### config.mk
export PLATFORM = sky130hd
export DESIGN_NAME = core_sequencer
export DESIGN_NICKNAME = d
export VERILOG_FILES = /design/src/rtl/core_sequencer.sv
export SDC_FILE = /design/constraint.sdc
export NUM_CORES = 1
export LEC_CHECK = 0
export CAP_MARGIN = 20
export CORE_ASPECT_RATIO = 0.7
export CORE_MARGIN = 2
export CORE_UTILIZATION = 40
export CTS_CLUSTER_DIAMETER = 100
export DETAILED_ROUTE_END_ITERATION = 12
export PLACE_DENSITY = 0.72
export SLEW_MARGIN = 20
export SYNTH_ARGS = -nofsm -noshare
export SYNTH_HDL_FRONTEND = slang
export SYNTH_SLANG_ARGS = --single-unit
export TNS_END_PERCENT = 20
### constraint.sdc
create_clock -name clk -period 1.48 [get_ports clk]
set_input_delay 0.37 -clock clk [delete_from_list [all_inputs] [get_ports clk]]
set_output_delay 0.37 -clock clk [all_outputs]
set_load 0.005 [all_outputs]
### src/rtl/core_sequencer.sv
// Multi-cycle instruction sequencer: FETCH/DECODE/EXECUTE/MEM/WRITEBACK with halt and illegal-opcode stop.
// Optional feature: define SEQ_SINGLE_STEP_EN to add step_mode (halt after every retired instruction).
module core_sequencer (
    input  logic        clk,
    input  logic        rst_n,
    input  logic        start,
    input  logic        halt_req,
    input  logic [6:0]  opcode,
    input  logic        imem_rdy,
    input  logic        dmem_rdy,
    input  logic        cu_prf_wr_en,
    input  logic        cu_data_mem_wr_en,
    input  logic        branch_taken,
`ifdef SEQ_SINGLE_STEP_EN
    input  logic        step_mode,
`endif
    output logic        imem_req,
    output logic        ir_ld,
    output logic        dmem_req,
    output logic        prf_wr_en,
    output logic        data_mem_wr_en,
    output logic        pc_wr_en,
    output logic        pc_sel_branch,
    output logic        busy,
    output logic        halted,
    output logic        illegal,
    output logic [2:0]  state,
    output logic [31:0] instr_cnt
);

    localparam logic [2:0] S_IDLE      = 3'd0;
    localparam logic [2:0] S_FETCH     = 3'd1;
    localparam logic [2:0] S_DECODE    = 3'd2;
    localparam logic [2:0] S_EXECUTE   = 3'd3;
    localparam logic [2:0] S_MEM       = 3'd4;
    localparam logic [2:0] S_WRITEBACK = 3'd5;
    localparam logic [2:0] S_HALT      = 3'd6;

    localparam logic [6:0] OPCODE_I_TYPE = 7'b0010011;
    localparam logic [6:0] OPCODE_R_TYPE = 7'b0110011;
    localparam logic [6:0] OPCODE_B_TYPE = 7'b1100011;
    localparam logic [6:0] OPCODE_J_TYPE = 7'b1101111;
    localparam logic [6:0] OPCODE_LOAD   = 7'b0000011;
    localparam logic [6:0] OPCODE_STORE  = 7'b0100011;

    logic [2:0]  state_q;
    logic [2:0]  state_d;
    logic        halt_pend_q;
    logic        halt_pend_d;
    logic        illegal_q;
    logic        illegal_d;
    logic [31:0] instr_cnt_q;
    logic        step_halt;
    logic        running;

    function automatic logic is_legal(input logic [6:0] op);
        case (op)
            OPCODE_I_TYPE, OPCODE_R_TYPE, OPCODE_B_TYPE, OPCODE_J_TYPE,
            OPCODE_LOAD, OPCODE_STORE: is_legal = 1'b1;
            default:                   is_legal = 1'b0;
        endcase
    endfunction

    function automatic logic is_mem(input logic [6:0] op);
        is_mem = (op == OPCODE_LOAD) || (op == OPCODE_STORE);
    endfunction

`ifdef SEQ_SINGLE_STEP_EN
    assign step_halt = step_mode;
`else
    assign step_halt = 1'b0;
`endif

    assign running = (state_q >= S_FETCH) && (state_q <= S_WRITEBACK);

    always_comb begin
        state_d = state_q;
        case (state_q)
            S_IDLE:      if (start) state_d = S_FETCH;
            S_FETCH:     if (imem_rdy) state_d = S_DECODE;
            S_DECODE:    state_d = is_legal(opcode) ? S_EXECUTE : S_HALT;
            S_EXECUTE:   state_d = is_mem(opcode) ? S_MEM : S_WRITEBACK;
            S_MEM:       if (dmem_rdy) state_d = S_WRITEBACK;
            S_WRITEBACK: state_d = (halt_pend_q || halt_req || step_halt) ? S_HALT : S_FETCH;
            S_HALT:      if (start) state_d = S_FETCH;
            default:     state_d = S_IDLE;
        endcase
    end

    // Start and halt_req together in IDLE still latch the request so one instruction retires first.
    always_comb begin
        halt_pend_d = halt_pend_q;
        if ((running && halt_req) || (state_q == S_IDLE && start && halt_req))
            halt_pend_d = 1'b1;
        if (state_d == S_HALT && state_q != S_HALT)
            halt_pend_d = 1'b0;
    end

    always_comb begin
        illegal_d = illegal_q;
        if (state_q == S_DECODE && !is_legal(opcode))
            illegal_d = 1'b1;
        else if (state_q == S_HALT && start)
            illegal_d = 1'b0;
    end

    always_ff @(posedge clk or negedge rst_n) begin
        if (!rst_n) begin
            state_q     <= S_IDLE;
            halt_pend_q <= 1'b0;
            illegal_q   <= 1'b0;
        end else begin
            state_q     <= state_d;
            halt_pend_q <= halt_pend_d;
            illegal_q   <= illegal_d;
        end
    end

    always_ff @(posedge clk or negedge rst_n) begin
        if (!rst_n)
            instr_cnt_q <= 32'd0;
        else if (state_q == S_WRITEBACK)
            instr_cnt_q <= instr_cnt_q + 32'd1;
    end

    // Strobes decode from the registered state, so an async reset drops them without a clock.
    always_comb begin
        imem_req       = 1'b0;
        ir_ld          = 1'b0;
        dmem_req       = 1'b0;
        prf_wr_en      = 1'b0;
        data_mem_wr_en = 1'b0;
        pc_wr_en       = 1'b0;
        pc_sel_branch  = 1'b0;
        busy           = 1'b0;
        halted         = 1'b0;
        case (state_q)
            S_FETCH: begin
                busy     = 1'b1;
                imem_req = 1'b1;
                ir_ld    = imem_rdy;
            end
            S_DECODE, S_EXECUTE: busy = 1'b1;
            S_MEM: begin
                busy           = 1'b1;
                dmem_req       = 1'b1;
                data_mem_wr_en = cu_data_mem_wr_en;
            end
            S_WRITEBACK: begin
                busy          = 1'b1;
                prf_wr_en     = cu_prf_wr_en;
                pc_wr_en      = 1'b1;
                pc_sel_branch = branch_taken;
            end
            S_HALT:  halted = 1'b1;
            default: ;
        endcase
    end

    assign illegal   = illegal_q;
    assign state     = state_q;
    assign instr_cnt = instr_cnt_q;

endmodule
==> flow_metrics.env, run 1 <==
export IMPL_first_pass_iters=4
export IMPL_wl_per_cell_microns=18.39
export IMPL_via_count=2146
export IMPL_crit_path_end_kind="output port"
export IMPL_die_w_microns=86.93
export IMPL_powerDensity_mw_per_mm2=1271
export IMPL_grt_pass1_wl_mm=9.860
export IMPL_clockPowerShare_pct=15.1
export IMPL_tightest_slew_ps=428.6
export IMPL_layout_drive_gt1_share_pct=44.14
export IMPL_remaining_drc_errors=0
export IMPL_cts_tree="built"
export IMPL_synthDistinctLibCells=39
export IMPL_grt_start_max_net_pins=24
export IMPL_clk_pin_slew_ps=80
export IMPL_drt_iter0_markers=170
export IMPL_seq_power_share_pct=29.6
export IMPL_rsz0062_at_grt="yes"
export IMPL_ys_seq_elements=37
export IMPL_violations="setup timing"
export IMPL_rows=21
export IMPL_path_max_fanout=4
export IMPL_clock_latency_ps=300
export IMPL_grt_most_used_layer="met2"
export IMPL_irDropWorstVdd_mv=0.8753
export IMPL_design_area_sq_mm=0.003562
export IMPL_period_share_pct=123.8
export IMPL_synthCells=186
export IMPL_finalPower_mw=4.528
export IMPL_met3_usage_pct=5.680
export IMPL_max_cap_violations=0
export IMPL_overflow=0
export IMPL_netlist_top_cells_area="dfrtp_1 48%, xnor2_1 9.6%, nand4_1 5.8%, xor2_1 4.5%, nand3_1 2.3%"
export IMPL_maxSlewHeadroom_pct=71.32
export IMPL_p_int_mw=2.953
export IMPL_syn_num_nets=203
export IMPL_required_ps=1110
export IMPL_criticalPathCategory="flop to output port"
export IMPL_power_frac_comb_pct=55.3
export IMPL_ff2ff_setup_slack_ps=-330
export IMPL_die_area_sq_mm=0.005394
export IMPL_postPlaceCellArea_sq_mm=0.003055
export IMPL_arrival_ps=1460
export IMPL_crit_slowest_cell="dfrtp_2"
export IMPL_cp_start_kind="flop"
export IMPL_core_area_sq_mm=0.004703
export IMPL_place_congestion=0.8817
export IMPL_avgSynthCellArea_sq_um=10.35
export IMPL_htreeDepth=2
export IMPL_die_y_microns=62.05
export IMPL_cts_max_path_buffers=2
export IMPL_syn_area_sq_mm=0.001926
export IMPL_yosys_area_top_type="dfrtp_1"
export IMPL_antenna_found_initial=0
export IMPL_cp_top_family="flip-flops"
export IMPL_finalNetCount=349
export IMPL_io_buffers=60
export IMPL_via_per_inst=5.503
export IMPL_hold_class="flop to flop"
export IMPL_synthDominantCellAreaShare_pct=48.08
export IMPL_hold_violations=0
export IMPL_leakagePower_nw=1.793
export IMPL_setup_tns_ps=-6951
export IMPL_root_buffer="clkbuf_8"
export IMPL_status="finished, violations left"
export IMPL_drv_slew=0
export IMPL_start_util_pct=40.94
export IMPL_clock_skew_ps=10.52
export IMPL_period_minus_slack_ps=1832
export IMPL_use_met1_pct=33.33
export IMPL_yosysSeqAreaShare_pct=48.08
export IMPL_grt_util_all_layers_pct=24.51
export IMPL_fmax_ghz=0.5457
export IMPL_ys_warn_count=0
export IMPL_slowest_delay_ps=430
export IMPL_p_switching_mw=1.575
export IMPL_antennaDiodeCount=0
export IMPL_setup_slack_ps=-352.3
export IMPL_setup_viol=42
export IMPL_grtUsageMet2_pct=39.69
export IMPL_clock_sinks=37
export IMPL_grt_pass1_vias=2023
export IMPL_syn_to_final_growth_pct=84.99
export IMPL_ant_nets=0
export IMPL_cts_made_buffers=5
export IMPL_num_io_pins=61
export IMPL_dp_hpwl_mm=4.147
export IMPL_swShare_pct=34.79
export IMPL_routed_wl_mm=7.174
export IMPL_path_cells="buf_4, nand2b_4, nor2_4, and2_1, clkdlybuf4s15_2"
export IMPL_critPathBufInv=2
==> per-stage QoR <==
stage,hold slack [ps],utilization (%),setup slack [ps],instances
detailed placement,299.5,64.96,-403.8,361
CTS,463.0,72.04,-333.7,383
floorplan,74.41,-,-44.52,186
global placement,295.2,64.96,-335.0,361
global route,469.7,75.74,-401.0,390
finish,457.8,75.74,-352.3,390
==> synthesized netlist by cell type <==
library cell and instances:
or4_4 1, and3_1 6, and4b_1 1, nand4_1 18, o21ai_0 3, nor4_1 2, a21o_1 1, o211ai_1 1
inv_1 4, a221oi_1 2, buf_2 1, nand4b_1 2, o21bai_1 1, o41ai_1 1, or2_2 3, ha_1 1
dfrtp_1 37, xor2_1 10, a31oi_1 1, or4_1 2, nand3b_4 1, nand2b_1 4, a221o_1 1, nor3_1 5
xnor2_1 21, a21oi_1 5, nand2_1 10, and2_1 6, o221ai_1 1, nand3_1 9, nor3_2 3, clkbuf_1 2
and4_1 3, a22o_1 1, nor2_1 12, o31a_1 1, mux2_2 1, o31ai_1 1, buf_6 1
==> power groups by stage <==
stage          sequential (mW)  clock [mW]  combinational [mW]
2_1_floorplan             1.30           0               0.666
3_3_place_gp              1.34           0                1.64
3_5_place_dp              1.34           0                1.66
4_1_cts                   1.31       0.682                2.14
5_1_grt                   1.35       0.736                2.66
6_report                  1.34       0.681                2.51
==> cell usage in the layout (no fill, tap or decap), types with 5 or more instances in the layout <==
master           instances
buf_4                   51
buf_6                   32
dfrtp_1                 28
xnor2_1                 19
nand4_1                 18
clkdlybuf4s15_1         16
clkdlybuf4s50_1         14
dlygate4sd2_1           14
xor2_1                  10
nand2_1                  9
dfrtp_2                  9
nand3_1                  7
nor2_1                   7
and3_1                   6
buf_2                    6
nor3_2                   5
clkbuf_8                 5
==> repair_timing <==
item,CTS,global route
hold buffers,1,0
pin swaps,32,11
setup endpoints to repair,76,61
buffers inserted,14,8
gates resized for setup,126,45
hold endpoints to repair,14,0
==> worst register-to-register path, stage by stage (launching register included) <==
cell and delay (ps):
dfrtp_2 430, nand3b_4 170, buf_6 130, buf_6 110, or4_4 540, nor3_4 210, xor2_1 160
==> layer usage <==
layer | vias to the layer above | wire length, microns
li1 | 972 | -
met1 | 1045 | 3090
met2 | 105 | 3356
met3 | 24 | 506
met4 | 0 | 221
met5 | - | 0
==> layout make-up <==
type	count	area (sq um)
clock buffer	6	72.57
clock inverter	2	10.01
fill	292	1141
inverter	4	17.52
multi-input combinational	141	1135
sequential	37	937.1
tap	57	71.32
timing repair buffer	143	1319
==> flip-flops by register name, summed over array words and instances, names as in the netlist <==
| name | flops |
|---|---|
| halt_pend_q | 1 |
| illegal | 1 |
| instr_cnt | 32 |
| state | 3 |
==> cells by family (layout without fill, tap and decap cells) <==
group	count (synthesis)	after routing	synth area share, %
mux	1	1	0.5848
xor+xnor	31	31	14.10
buf+inv	8	155	2.014
flops	37	37	48.08
compound gates	20	20	7.213
fa+ha+maj	1	1	0.6497
simple gates	88	88	27.36
==> worst paths after layout <==
kind                                                 from                   endpoint  cells after the start
worst max-delay path                   state[1]$_DFF_PN0_             data_mem_wr_en                      5
worst min-delay path            instr_cnt[31]$_DFFE_PN0P_  instr_cnt[31]$_DFFE_PN0P_                      1
worst max register to register         state[1]$_DFF_PN0_  instr_cnt[25]$_DFFE_PN0P_                      6
worst min register to register  instr_cnt[31]$_DFFE_PN0P_  instr_cnt[31]$_DFFE_PN0P_                      1
max in group asynchronous                           rst_n   instr_cnt[8]$_DFFE_PN0P_                      3
min in group asynchronous                           rst_n  instr_cnt[31]$_DFFE_PN0P_                      2
Power figures use the tool's default switching activity.
==> run 2, diff against run 1 <==
CORE_UTILIZATION = 42   (was 40)
PLACE_DENSITY = 0.75   (was 0.72)
==> flow_metrics.env, run 2 (synthesis results as in run 1) <==
export IMPL_wl_per_cell_microns=18.73
export IMPL_rsz0062_at_grt="yes"
export IMPL_antenna_found_initial=0
export IMPL_ff2ff_setup_slack_ps=-260
export IMPL_drv_slew=0
export IMPL_crit_top_cell="buf_6"
export IMPL_grt_util_all_layers_pct=25.27
export IMPL_fmax_ghz=0.5739
export IMPL_critPathLaunch="state[1]$_DFF_PN0_"
export IMPL_setup_slack_ps=-262.4
export IMPL_via_per_inst=5.595
export IMPL_crit_path_end_kind="flop"
export IMPL_period_share_pct=117.7
export IMPL_largest_register_ffs=32
export IMPL_syn_to_final_growth_pct=79.34
export IMPL_remaining_drc_errors=0
export IMPL_clk_pin_slew_ps=70
export IMPL_cts_hold_buf=0
export IMPL_via_count=2126
export IMPL_slowest_delay_ps=460
export IMPL_clock_sinks=37
export IMPL_hold_violations=0
export IMPL_criticalPathCategory="flop to flop"
export IMPL_place_congestion=0.8402
export IMPL_clock_latency_ps=290
export IMPL_routed_wl_mm=7.119
export IMPL_r2r_end="state[0]$_DFF_PN0_"
export IMPL_tightest_slew_ps=507.3
export IMPL_required_ps=1630
export IMPL_core_area_sq_mm=0.004379
export IMPL_max_cap_violations=0
export IMPL_ant_nets=0
export IMPL_finalNetCount=342
export IMPL_crit_slowest_cell="dfrtp_2"
export IMPL_die_w_microns=84.93
export IMPL_rows=20
export IMPL_maxSlewHeadroom_pct=66.03
export IMPL_die_y_microns=60.65
export IMPL_period_minus_slack_ps=1742
export IMPL_arrival_ps=1900
export IMPL_root_buffer="clkbuf_8"
export IMPL_leakagePower_nw=1.767
export IMPL_rr_worst_depth=6
export IMPL_worst_r2r_startpoint="state[1]$_DFF_PN0_"
export IMPL_setup_viol=40
export IMPL_dp_hpwl_mm=4.100
export IMPL_die_area_sq_mm=0.005151
export IMPL_num_io_pins=61
export IMPL_cts_made_buffers=5
export IMPL_start_util_pct=43.97
export IMPL_drt_iter0_markers=169
export IMPL_overflow=0
export IMPL_hold_class="primary input to async pin"
export IMPL_path_max_fanout=6
export IMPL_cts_max_path_buffers=2
export IMPL_layout_drive_gt1_share_pct=41.54
export IMPL_status="finished, violations left"
export IMPL_grt_pass1_wl_mm=9.963
export IMPL_irDropWorstVdd_mv=1.000
export IMPL_post_place_ws_ps=-453.9
export IMPL_cts_tree="built"
export IMPL_cp_start_kind="flop"
export IMPL_htreeDepth=2
export IMPL_hold_ws_ps=117.8
export IMPL_antennaDiodeCount=0
export IMPL_path_cells="buf_6, buf_6, mux2_2, a221o_1, o21ai_1, o41ai_2"
export IMPL_grt_start_max_net_pins=38
export IMPL_violations="setup timing"
export IMPL_io_buffers=60
export IMPL_clock_skew_ps=3.849
export IMPL_grt_pass1_vias=2006
export IMPL_first_pass_iters=4
export IMPL_final_cell_mix="53 x buf_4, 30 x dfrtp_1, 27 x dlygate4sd2_1, 25 x buf_6, 20 x xnor2_1"
export IMPL_layout_commonest_cell="buf_4"
export IMPL_powerDensity_mw_per_mm2=1246
[run 2: cell count changes in the layout (fill, tap and decap cells not counted), moves of 2 or more]
| cell | previous run | this run |
|---|---|---|
| buf_4 | 51 | 53 |
| buf_6 | 32 | 25 |
| clkdlybuf4s15_1 | 16 | 9 |
| clkinv_2 | 2 | 0 |
| dfrtp_1 | 28 | 30 |
| dfrtp_2 | 9 | 7 |
| dlygate4sd2_1 | 14 | 27 |
| dlymetal6s2s_1 | 3 | 0 |
| inv_2 | 0 | 2 |
| nor2_1 | 7 | 5 |
| nor3_2 | 5 | 2 |
| nor3_4 | 3 | 6 |
[run 2: final cells by class]
| class | instances | area [sq um] |
|---|---|---|
| Clock buffer | 7 | 86.33 |
| Fill cell | 254 | 925.9 |
| Inverter | 4 | 15.01 |
| Multi-Input combinational cell | 141 | 1147 |
| Sequential cell | 37 | 934.6 |
| Tap cell | 55 | 68.82 |
| Timing Repair Buffer | 136 | 1201 |
[run 2: per-stage QoR]
step	util (%)	cells	cell area (sq um)	setup TNS [ps]	power [mW]
5_1_grt	78.86	380	3453	-6960	4.473
3_3_place_gp	68.86	354	3015	-5438	2.926
3_5_place_dp	68.86	354	3015	-6553	2.945
6_report	78.86	380	3453	-4721	4.304
2_1_floorplan	-	186	1934	-148.7	1.964
4_1_cts	75.60	377	3311	-3366	3.984
[run 2: worst max-delay path by stage]
stage,end,cells after the start
3_5_place_dp,state[0]$_DFF_PN0_,5
6_report,state[0]$_DFF_PN0_,6
3_3_place_gp,ir_ld,4
4_1_cts,state[0]$_DFF_PN0_,6
2_1_floorplan,instr_cnt[25]$_DFFE_PN0P_,4
5_1_grt,instr_cnt[8]$_DFFE_PN0P_,6
[run 2: what timing repair did]
action,CTS,global route
buffers inserted,16,3
pin swaps,30,16
gates resized for setup,122,31
setup endpoints to repair,75,51
cloned,0,0
[run 2: critical path, delay by kind of cell (launching register included)]
| kind | cells | cell delay (ps) |
|---|---|---|
| AOI/OAI and AO/OA | 3 | 600 |
| muxes | 1 | 320 |
| buffers and inverters | 2 | 230 |
| DFF | 1 | 460 |
[run 2: per-layer routing]
layer,vias up,GRT usage (%),wire length (microns)
met5,-,0,0
met4,0,8.163,131
met3,16,5.850,466
met2,90,39.60,3376
met1,1063,35.49,3143
li1,957,-,-
[run 2: power by group]
part | internal (mW) | total (mW) | switching [mW] | leakage, nW
Sequential | 1.15 | 1.35 | 0.201 | 0.489
Combinational | 1.25 | 2.24 | 0.991 | 1.23
Clock | 0.369 | 0.713 | 0.344 | 0.0443
Total | 2.77 | 4.30 | 1.54 | 1.77
==> run 3, diff against run 2 <==
GPL_TIMING_DRIVEN = 0   (was unset)
==> flow_metrics.env, run 3 (synthesis results as in run 1) <==
export IMPL_path_cells="buf_6, buf_6, nand2b_4, nor2_4, and2_1, buf_2"
export IMPL_r2r_end="instr_cnt[20]$_DFFE_PN0P_"
export IMPL_hold_ws_ps=450.6
export IMPL_n_fill_cell=300
export IMPL_crit_cells=6
export IMPL_die_y_microns=60.65
export IMPL_cp_start_kind="flop"
export IMPL_ff2ff_setup_slack_ps=-270
export IMPL_drt_iter0_markers=139
export IMPL_dpl_cell_count=302
export IMPL_clock_sinks=37
export IMPL_finalNetCount=297
export IMPL_clock_latency_ps=290
export IMPL_post_place_ws_ps=-578.6
export IMPL_rr_worst_depth=6
export IMPL_rsz0062_at_grt="yes"
export IMPL_routed_wl_mm=5.958
export IMPL_hold_violations=0
export IMPL_via_count=1959
export IMPL_drv_slew=0
export IMPL_cts_max_path_buffers=2
export IMPL_htreeDepth=2
export IMPL_clock_skew_ps=10.18
export IMPL_tightest_slew_ps=510.7
export IMPL_crit_top_cell="buf_6"
export IMPL_arrival_ps=1460
export IMPL_worst_r2r_startpoint="state[1]$_DFF_PN0_"
export IMPL_remaining_drc_errors=0
export IMPL_crit_slowest_cell="dfrtp_2"
export IMPL_powerDensity_mw_per_mm2=1327
export IMPL_overflow=0
export IMPL_cts_made_buffers=5
export IMPL_clk_pin_slew_ps=80
export IMPL_place_congestion=0.8038
export IMPL_via_per_inst=5.865
export IMPL_ant_nets=0
export IMPL_largest_register_ffs=32
export IMPL_start_util_pct=43.97
export IMPL_layout_drive_gt1_share_pct=34.77
export IMPL_grt_pass1_wl_mm=8.521
export IMPL_die_area_sq_mm=0.005151
export IMPL_postPlaceCellArea_sq_mm=0.002619
export IMPL_criticalPathCategory="flop to output port"
export IMPL_irDropWorstVdd_mv=0.8952
export IMPL_setup_slack_ps=-352.6
export IMPL_slowest_delay_ps=450
export IMPL_syn_to_final_growth_pct=61.47
export IMPL_hold_class="primary input to async pin"
export IMPL_wl_per_cell_microns=17.84
export IMPL_path_max_fanout=4
export IMPL_final_cell_mix="35 x dlygate4sd2_1, 26 x dfrtp_1, 21 x xnor2_1, 19 x buf_4, 18 x nand4_1"
export IMPL_required_ps=1110
export IMPL_violations="setup timing"
export IMPL_grt_pass1_vias=1664
export IMPL_fmax_ghz=0.5457
export IMPL_period_minus_slack_ps=1833
export IMPL_antenna_found_initial=0
export IMPL_layout_commonest_cell="dlygate4sd2_1"
export IMPL_maxSlewHeadroom_pct=65.80
export IMPL_grt_start_max_net_pins=30
export IMPL_crit_path_end_kind="output port"
export IMPL_status="finished, violations left"
export IMPL_num_io_pins=61
export IMPL_critPathBufInv=3
export IMPL_leakagePower_nw=1.558
export IMPL_cp_top_family="flip-flops"
export IMPL_period_share_pct=123.8
export IMPL_dp_hpwl_mm=3.549
export IMPL_final_cells=334
export IMPL_antennaDiodeCount=0
export IMPL_max_cap_violations=0
export IMPL_grt_util_all_layers_pct=21.46
export IMPL_rows=20
export IMPL_first_pass_iters=5
export IMPL_root_buffer="clkbuf_8"
export IMPL_setup_viol=39
export IMPL_design_area_sq_mm=0.003109
export IMPL_die_w_microns=84.93
export IMPL_core_area_sq_mm=0.004379
export IMPL_post_route_util_pct=71.00
export IMPL_io_buffers=60
export IMPL_cts_tree="built"
==> run 3: cell count changes in the layout (fill, tap and decap cells not counted), sizes merged, moves of 2 or more <==
cell           change
dlymetal6s2s       +2
buf               -48
clkdlybuf4s50      -2
clkdlybuf4s15      -9
dlygate4sd2        +8
==> run 3: worst max path at each step <==
stage | start | end | slack [ps]
2_1_floorplan | state[1]$_DFF_PN0_ | instr_cnt[25]$_DFFE_PN0P_ | -40
3_3_place_gp | rst_n | instr_cnt[17]$_DFFE_PN0P_ | -790
3_5_place_dp | state[0]$_DFF_PN0_ | ir_ld | -580
4_1_cts | state[1]$_DFF_PN0_ | data_mem_wr_en | -310
5_1_grt | state[1]$_DFF_PN0_ | instr_cnt[20]$_DFFE_PN0P_ | -400
6_report | state[1]$_DFF_PN0_ | data_mem_wr_en | -350
==> run 3: cell type report <==
| type | count | area, sq um | share of cell area, % |
|---|---|---|---|
| buffer | 4 | 61.31 | 1.972 |
| clock buffer | 5 | 68.82 | 2.213 |
| clock inverter | 1 | 5.005 | 0.1610 |
| inverter | 4 | 22.52 | 0.7243 |
| multi-input combinational | 141 | 1152 | 37.06 |
| sequential | 37 | 939.7 | 30.22 |
| tap | 55 | 68.82 | 2.213 |
| timing repair buffer | 87 | 790.8 | 25.43 |
==> run 3: per-layer routing <==
metal	up-vias	global-route usage [%]	wire, microns	share of wire (%)
li1	868	-	-	-
met1	941	31.55	2611	44
met2	117	31.95	2764	46
met3	33	4.898	399	6.7
met4	0	6.803	182	3.1
met5	-	0	0	0
==> run 3: stage by stage <==
step	setup TNS (ps)	power, mW
2_1_floorplan	-148.7	1.964
3_3_place_gp	-40230	2.591
3_5_place_dp	-12140	2.609
4_1_cts	-3852	3.697
5_1_grt	-8572	4.308
6_report	-6148	4.126
==> run 3: power by group <==
| part | internal (mW) | switching [mW] | leakage, nW |
|---|---|---|---|
| clock | 0.310 | 0.345 | 0.0399 |
| combinational | 1.19 | 0.955 | 1.04 |
| sequential | 1.14 | 0.181 | 0.480 |
==> run 3: what timing repair did <==
action | 4_1_cts | 5_1_grt
resized for setup | 116 | 32
buffers inserted | 14 | 11
pin swaps | 16 | 23
cloned | 0 | 0
setup endpoints to repair | 74 | 41
hold buffers | 1 | 0
hold endpoints to repair | 8 | 0
==> run 3: worst register-to-register path, cell delays in order, from the launching register on <==
cell	delay, ps
dfrtp_2	450
buf_4	160
nand4b_1	200
buf_6	170
nor4_4	350
nand4_1	160
xnor2_1	150
